===== src/rtl/ddr_cmd_encoder.sv =====
// ddr_cmd_encoder
// Turns the init sequencer's one-hot command strobes into registered DDR4
// command/address pins, keeps shadow copies of MR0..MR6, publishes the decoded
// latency fields and flags MRS/ZQCL spacing, strobe conflicts and incomplete
// configuration.
//
// Ports:
//   CK_t, reset                  clock, synchronous active-high reset
//   mrs_rdy, zqcl_rdy, des_rdy   command strobes (MRS has priority over ZQCL)
//   ini_done                     init sequencer finished
//   mode_reg[21:0]               [20:18] MR select {BG0,BA1,BA0}, [17:0] A17..A0
//   CS_n..WE_n, BG, BA, A        registered DDR4 command/address pins
//   mr_valid[6:0]                MRn written since reset
//   cl/bl/al/cwl/tccdl_code,
//   rd_pre, wr_pre               fields decoded from the shadow registers
//   cfg_ready                    encoder in READY
//   *_err                        single-cycle error pulses aligned with the pins
module ddr_cmd_encoder #(
  parameter int unsigned TMRD = 8,
  parameter int unsigned TMOD = 24
) (
  input  logic        CK_t,
  input  logic        reset,
  input  logic        mrs_rdy,
  input  logic        zqcl_rdy,
  input  logic        des_rdy,
  input  logic        ini_done,
  input  logic [21:0] mode_reg,
  output logic        CS_n,
  output logic        ACT_n,
  output logic        RAS_n,
  output logic        CAS_n,
  output logic        WE_n,
  output logic [1:0]  BG,
  output logic [1:0]  BA,
  output logic [17:0] A,
  output logic [6:0]  mr_valid,
  output logic [3:0]  cl_code,
  output logic [1:0]  bl_code,
  output logic [1:0]  al_code,
  output logic [2:0]  cwl_code,
  output logic [2:0]  tccdl_code,
  output logic        rd_pre,
  output logic        wr_pre,
  output logic        cfg_ready,
  output logic        mrs_gap_err,
  output logic        zq_gap_err,
  output logic        conflict_err,
  output logic        cfg_err
);

  typedef enum logic {
    ST_CONFIG,
    ST_READY
  } state_e;

  localparam logic [5:0] MRS_GAP_MIN = 6'(TMRD - 1);
  localparam logic [5:0] ZQ_GAP_MIN  = 6'(TMOD - 1);
  localparam logic [5:0] SINCE_MAX   = 6'd63;

  // command pin order: {CS_n, ACT_n, RAS_n, CAS_n, WE_n}
  localparam logic [4:0] CMD_DES  = 5'b11111;
  localparam logic [4:0] CMD_MRS  = 5'b01000;
  localparam logic [4:0] CMD_ZQCL = 5'b01110;

  state_e      state_q, state_d;
  logic [4:0]  cmd_q, cmd_d;
  logic [1:0]  bg_q, bg_d;
  logic [1:0]  ba_q, ba_d;
  logic [17:0] a_q, a_d;
  logic [17:0] shadow_q [7];
  logic [17:0] shadow_d [7];
  logic [6:0]  mr_valid_q, mr_valid_d;
  logic [5:0]  since_mrs_q, since_mrs_d;
  logic        mrs_gap_err_q, mrs_gap_err_d;
  logic        zq_gap_err_q, zq_gap_err_d;
  logic        conflict_err_q, conflict_err_d;
  logic        cfg_err_q, cfg_err_d;

  logic        mrs_acc;
  logic        zq_acc;
  logic        unused_ok;

  always_comb begin
    mrs_acc = mrs_rdy;
    // a simultaneous MRS wins, so ZQCL is only accepted on its own
    zq_acc  = zqcl_rdy & ~mrs_rdy;

    cmd_d = CMD_DES;
    bg_d  = '0;
    ba_d  = '0;
    a_d   = '0;
    if (mrs_acc) begin
      cmd_d = CMD_MRS;
      bg_d  = {1'b0, mode_reg[20]};
      ba_d  = mode_reg[19:18];
      a_d   = mode_reg[17:0];
    end else if (zq_acc) begin
      cmd_d    = CMD_ZQCL;
      a_d[10]  = 1'b1;
    end

    if (mrs_acc) begin
      since_mrs_d = '0;
    end else if (since_mrs_q == SINCE_MAX) begin
      since_mrs_d = SINCE_MAX;
    end else begin
      since_mrs_d = since_mrs_q + 6'd1;
    end

    // select 7 (RCW) matches no shadow slot, so it only reaches the pins
    mr_valid_d = mr_valid_q;
    for (int unsigned i = 0; i < 7; i++) begin
      shadow_d[i] = shadow_q[i];
      if (mrs_acc && (mode_reg[20:18] == 3'(i))) begin
        shadow_d[i]   = mode_reg[17:0];
        mr_valid_d[i] = 1'b1;
      end
    end

    mrs_gap_err_d  = mrs_acc && (since_mrs_q < MRS_GAP_MIN);
    zq_gap_err_d   = zq_acc && (since_mrs_q < ZQ_GAP_MIN);
    conflict_err_d = mrs_rdy & zqcl_rdy;

    state_d   = state_q;
    cfg_err_d = 1'b0;
    case (state_q)
      ST_CONFIG: begin
        if (ini_done) begin
          if (mr_valid_q == 7'h7F) begin
            state_d = ST_READY;
          end else begin
            cfg_err_d = 1'b1;
          end
        end
      end
      ST_READY: state_d = ST_READY;
      default:  state_d = ST_CONFIG;
    endcase
  end

  always_ff @(posedge CK_t) begin
    if (reset) begin
      state_q        <= ST_CONFIG;
      cmd_q          <= CMD_DES;
      bg_q           <= '0;
      ba_q           <= '0;
      a_q            <= '0;
      mr_valid_q     <= '0;
      since_mrs_q    <= SINCE_MAX;
      mrs_gap_err_q  <= 1'b0;
      zq_gap_err_q   <= 1'b0;
      conflict_err_q <= 1'b0;
      cfg_err_q      <= 1'b0;
      for (int unsigned i = 0; i < 7; i++) begin
        shadow_q[i] <= '0;
      end
    end else begin
      state_q        <= state_d;
      cmd_q          <= cmd_d;
      bg_q           <= bg_d;
      ba_q           <= ba_d;
      a_q            <= a_d;
      mr_valid_q     <= mr_valid_d;
      since_mrs_q    <= since_mrs_d;
      mrs_gap_err_q  <= mrs_gap_err_d;
      zq_gap_err_q   <= zq_gap_err_d;
      conflict_err_q <= conflict_err_d;
      cfg_err_q      <= cfg_err_d;
      for (int unsigned i = 0; i < 7; i++) begin
        shadow_q[i] <= shadow_d[i];
      end
    end
  end

  assign {CS_n, ACT_n, RAS_n, CAS_n, WE_n} = cmd_q;
  assign BG = bg_q;
  assign BA = ba_q;
  assign A  = a_q;

  assign mr_valid   = mr_valid_q;
  assign cl_code    = {shadow_q[0][6], shadow_q[0][5], shadow_q[0][4], shadow_q[0][2]};
  assign bl_code    = shadow_q[0][1:0];
  assign al_code    = shadow_q[1][4:3];
  assign cwl_code   = shadow_q[2][5:3];
  assign tccdl_code = shadow_q[6][12:10];
  assign rd_pre     = shadow_q[4][11];
  assign wr_pre     = shadow_q[4][12];
  assign cfg_ready  = (state_q == ST_READY);

  assign mrs_gap_err  = mrs_gap_err_q;
  assign zq_gap_err   = zq_gap_err_q;
  assign conflict_err = conflict_err_q;
  assign cfg_err      = cfg_err_q;

  // des_rdy selects the same DES encoding as no strobe; mode_reg[21] is reserved
  assign unused_ok = ^{des_rdy, mode_reg[21], shadow_q[0], shadow_q[1], shadow_q[2],
                       shadow_q[3], shadow_q[4], shadow_q[5], shadow_q[6]};

endmodule


===== config.mk =====
export PLATFORM = sky130hd
export DESIGN_NAME = ddr_cmd_encoder
export DESIGN_NICKNAME = d
export VERILOG_FILES = /design/src/rtl/ddr_cmd_encoder.sv
export SDC_FILE = /design/constraint.sdc
export NUM_CORES = 1
export LEC_CHECK = 0
export ABC_AREA = 1
export BUFFER_PORTS_ARGS = -buffer_cell sky130_fd_sc_hd__clkbuf_2
export CORE_UTILIZATION = 35
export DETAILED_ROUTE_END_ITERATION = 8
export HOLD_SLACK_MARGIN = 0.08
export PLACE_DENSITY_LB_ADDON = 0.3
export SETUP_SLACK_MARGIN = 0.3
export SLEW_MARGIN = 30
export SYNTH_ARGS = -nofsm -noshare
export SYNTH_HDL_FRONTEND = slang
export SYNTH_SLANG_ARGS = --single-unit

===== constraint.sdc =====
create_clock -name CK_t -period 1.3 [get_ports CK_t]
set_clock_uncertainty 0.2 [all_clocks]
set_input_delay 0.26 -clock CK_t [delete_from_list [all_inputs] [get_ports CK_t]]
set_output_delay 0.26 -clock CK_t [all_outputs]
set_load 0.02 [all_outputs]

# == Yosys cells after proc, flatten, opt, wreduce, memory -nomap -nowiden ==
# Memory sizes are Yosys's and may differ from the RTL's.
# Cells that the tools add are included.
# totals
regBits,45
ramBits,126
inputBits,28
output_inout_bits,55
elab_cells,88
memories,1
# mem_list
memory,words,word_bits,read_ports,rd_clocked_by_memory_dff,wr,line_no,source
shadow_q,7,18,5,0,7,71,logic [17:0] shadow_q [7];
# classes
n_addsub,1
magnitude_cmp,2
n_eq_ne,10
mux,27
bitwise_logic,12
n_reduce_logical,15
# ops
cell,count
$mux W18,14
$mux W6,2
$mux W5,2
$eq A3 B3 Y1 const B,3
$logic_and A1 B1 Y1,9
$mux W1,8
$eq A7 B7 Y1 const B,1
$or A1 B1 Y1,7
$add A6 B1 Y6 const B,1
$eq A3 B2 Y1 const B,2
$eq A6 B6 Y1 const B,1
$lt A6 B3 Y1 const B,1
$lt A6 B5 Y1 const B,1
$reduce_and A2 Y1,2
$reduce_or A2 Y1,2
$eq A3 B1 Y1 const B,1
$logic_not A3 Y1,1
$not A1 Y1,3
$reduce_or A3 Y1,1
$and A1 B1 Y1,2
$ne A1 B1 Y1 const B,2
$pmux W1 S2,1

# == Logic depth before layout (Yosys ltp) ==
# logic_depth
word_depth,5
depth_mapped,7

# == Least setup slack after synthesis ==
# OpenSTA, ideal clock, no wires.
# synth_path
path_type,reg-to-reg
startpoint,register since_mrs_q[0]
endpoint,register since_mrs_q[5]
setup_ns,0.109
arrival_ns,0.980
required_ns,0.991
path_slack_ns,0.011
stages_incl_launch_ff,8
path_buffers,0
period_less_slack_ns,1.289
cell_sequence,dfxtp_1 -> ha_1 -> nand2_1 -> nor2_1 -> nor2_1 -> nand3_1 -> nand2_1 -> inv_1
# synth_via
elab_chain_cells,3
elab_cells_between_ends,4
cone_classes,add/sub: 1; eq/ne: 1; mux: 2
# synth_lines
item,line_no,source
from (decl),74,"logic [5:0] since_mrs_q, since_mrs_d;"
from (signal assigned),165,since_mrs_q <= since_mrs_d;
$add A6 B1 Y6 / $eq A6 B6 Y1 (equally long branches),"108, 105",
$mux W6 *,105,end else if (since_mrs_q == SINCE_MAX) begin
$mux W6 *,103,if (mrs_acc) begin
# Every way passes the cells marked *; elsewhere a longest branch is shown, timed or not.
# A chain may end at the register's enable or synchronous reset.

# == Final worst setup path ==
# layout_path
startpoint,register mr_valid_q[2] (netlist: mr_valid[2])
endpoint,output port mr_valid[2]
# layout_lines
item,line_no,source
from (decl),73,"logic [6:0] mr_valid_q, mr_valid_d;"
from (signal assigned),164,mr_valid_q <= mr_valid_d;
to (decl),37,"output logic [6:0] mr_valid,"
# No word-level cell between the ends.

==> results.md <==
* Number of flops mapped to enable cells by yosys at 0
* Failing checks: hold timing
* Clock slew at reported path FFs at 0.06 ns
* Hold WC Path Type: in2reg
* CTS tree: yes
* Delay-heaviest family, CP: flip-flops
* Vias in the first global route at between 1500 and 2000
* Highest Clock Rate at between 0.7 and 0.8 GHz
* Worst EP arrival at slightly above 0.8 ns
* Status: finished, violations left
* Tot GR Track Use at between 10% and 20%
* Crit path to: mr_valid[2]
* CTS hold repair buffers at 11
* Design Power at about 4300 uW
* Antenna violations before repair at 0
* Hold WS at -0.0489 ns
* R2r setup slk at 0.07 ns
* Flops & latches, synth at 57
* DRT iter0 DRCs at roughly 70
* Critical path data required time at between 0.8 and 0.9 ns
* Initial core utilization at between 30% and 40%
* Total gr overflow at 0
* Unique masters post-synth at 25
* Final wirelength at approximately 5.4 mm
* Wire per inst at between 10 and 15 um
* Min cycle time layout at 1.28 ns
* Net Count, Synth at approximately 250
* Maximum level of the CTS H-tree at 3
* Dominant cell by count in the synthesized netlist: dfxtp_1
* # rows at 26
* Routed vias at ~1800
* Pwr/cell area at between 1000 and 1500 nW/um2
* Nets@finish at around 360
* Area contributors post-synth: dfxtp_1 60%, nor2_1 8.1%, inv_1 6.7%
* Unrepaired setup endpoints after global routing: yes
* R2R depth at 7
* Seq/Total Area, Yosys at 59.7%
* Dpl hpwl at between 3 and 4 mm
* Largest net degree at the start of global routing at 21
* Synth async-reset ratio at 0%
* Clk sink count at 57
* Final RePlAce weighted congestion at slightly above 0.8
* Bufs and invs on worst path at 1
* Antenna-violating nets left at 0
* CP Max Fanout at 2
* Setup crit end kind: output port
* Core box area at between 5000 and 6000 um2
* Ports at 83
* Hold Violations, Final at 17
* CP Launch Type: flop
* Worst path slowest cell: dfxtp_4
* Die height at about 76 um
* Yosys warns at 0
* CTS root buffer: clkbuf_8
* Period utilization at between 90% and 100%
* Avg Synthesized Cell Area at about 8.7 um2
* Final Cell Area at approximately 3600 um2
* First-pass GRT wire length at between 7 and 8 mm
* Pins Over Slew Limit at 0
* CP startpoint: mr_valid[2]
* Later-pin clock latency in the skew report at between 0.3 and 0.4 ns
* First drt pass iteration count at 4
* CP max stage delay at 0.36 ns
* Antenna cells at 0
* Clock buffer depth at 2
* RR Startpoint: since_mrs_q[0]
* Final setup viols at 0
* VDD IR max at about 0.00082 V
* Synth area leader: dfxtp_1
* Die Footprint at 5760 um2
* Critical Path, Cell by Cell: buf_8
* Most frequent cells after synthesis: 57 x dfxtp_1, 41 x nor2_1, 34 x inv_1
* Yosys top cell area share at between 50% and 60%
* Static Leak at about 0.0017 uW
* Critical path class: reg2out
* Share of layout cells above drive strength 1 at 61.6%
* Ys flop type: dfxtp_1
* Vias/cell at between 4 and 5
* Port Buf Inserts at 78
* Number of max-cap violations at 0
* WP depth at 1
* Mapped Area at roughly 1900 um2
* Die width at about 76 um
* Worst R2R End: since_mrs_q[5]
* Layout Area Growth over Synthesis at 87.4%
* Drt drc at 0
* Post-DP Area at 2460 um2
* Mapped Cells at 220
* CTS Buf Count at 9
[per-layer routing]
metal  global-route usage, %  wire length [um]
met3                    4.63               295
met4                    10.9                90
met2                    35.2              3010
met5                       0                 0
met1                    20.7              2000
[how the worst min path moves through the flow]
stage,from,endpoint,slack [ns],depth (start not counted)
2_1_floorplan,mrs_rdy,cmd_q[0],0.15,1
3_3_place_gp,since_mrs_q[0],since_mrs_q[0],0.25,1
4_1_cts,zqcl_rdy,conflict_err,-0.05,3
5_1_grt,zqcl_rdy,conflict_err,-0.04,3
6_report,zqcl_rdy,conflict_err,-0.05,3
3_5_place_dp,since_mrs_q[0],since_mrs_q[0],0.26,1
[per-stage QoR]
step                utilization [%]  std cells  TNS (ns)  setup WS (ns)  hold slack (ns)
global route                   69.2        401         0        0.00144          -0.0420
detailed placement             47.7        366  -0.00901       -0.00679            0.258
finish                         69.2        401         0         0.0204          -0.0489
floorplan                         -        220         0          0.127            0.153
CTS                            65.5        399  -0.00767       -0.00767          -0.0511
global placement               47.7        366         0         0.0112            0.253
[layout make-up]
| cell class | instances | area (um2) |
|---|---|---|
| repair buffers | 105 | 1210 |
| fillers | 382 | 1590 |
| well taps | 70 | 87.6 |
| flip-flops and latches | 57 | 1230 |
| multi-input cells | 119 | 722 |
| inverters | 34 | 128 |
| clock buffers | 14 | 173 |
| clock inverters | 2 | 35.0 |
[state kept, by name, indices dropped and copies added (netlist names), 2 cells and up]
register	cells
A	18
mr_valid	7
shadow_q	16
since_mrs_q	6
BA	2
cmd_q	2
[layout by cell type, fill, tap and decap left out, drive strengths merged]
cell,instances
a211oi,1
o21ai,21
a21oi,19
inv,34
clkbuf,37
dlymetal6s4s,1
dfxtp,57
bufinv,1
a31oi,1
o21bai,1
nand3,7
nor3,2
a22o,1
o211ai,1
dlygate4sd3,10
xor2,1
nand2,15
ha,1
buf,71
nor4,1
clkinv,1
conb,2
nor2,45
[report_power, final]
group          total, uW  internal (uW)  switching (uW)
Combinational        656            338             318
Clock               1710           1040             668
Sequential          1930           1840            84.1
[cells by family after synthesis]
family | count (synthesis) | synth area share [%]
AOI/OAI and AO/OA | 45 | 12.4
xor gates and xnor gates | 1 | 0.458
adders and majority gates | 1 | 0.655
buffers and inverters | 44 | 10.4
DFF | 57 | 59.7
other | 2 | 0.393
and+or+nand+nor | 70 | 15.9
[what timing repair did]
item,in CTS,in global routing
pin swaps,8,9
buffers inserted,6,2
hold endpoints to repair,42,27
endpoints found under the setup margin,63,81
gates resized for setup,160,93
Note: power is estimated with default switching activity, not from simulation.
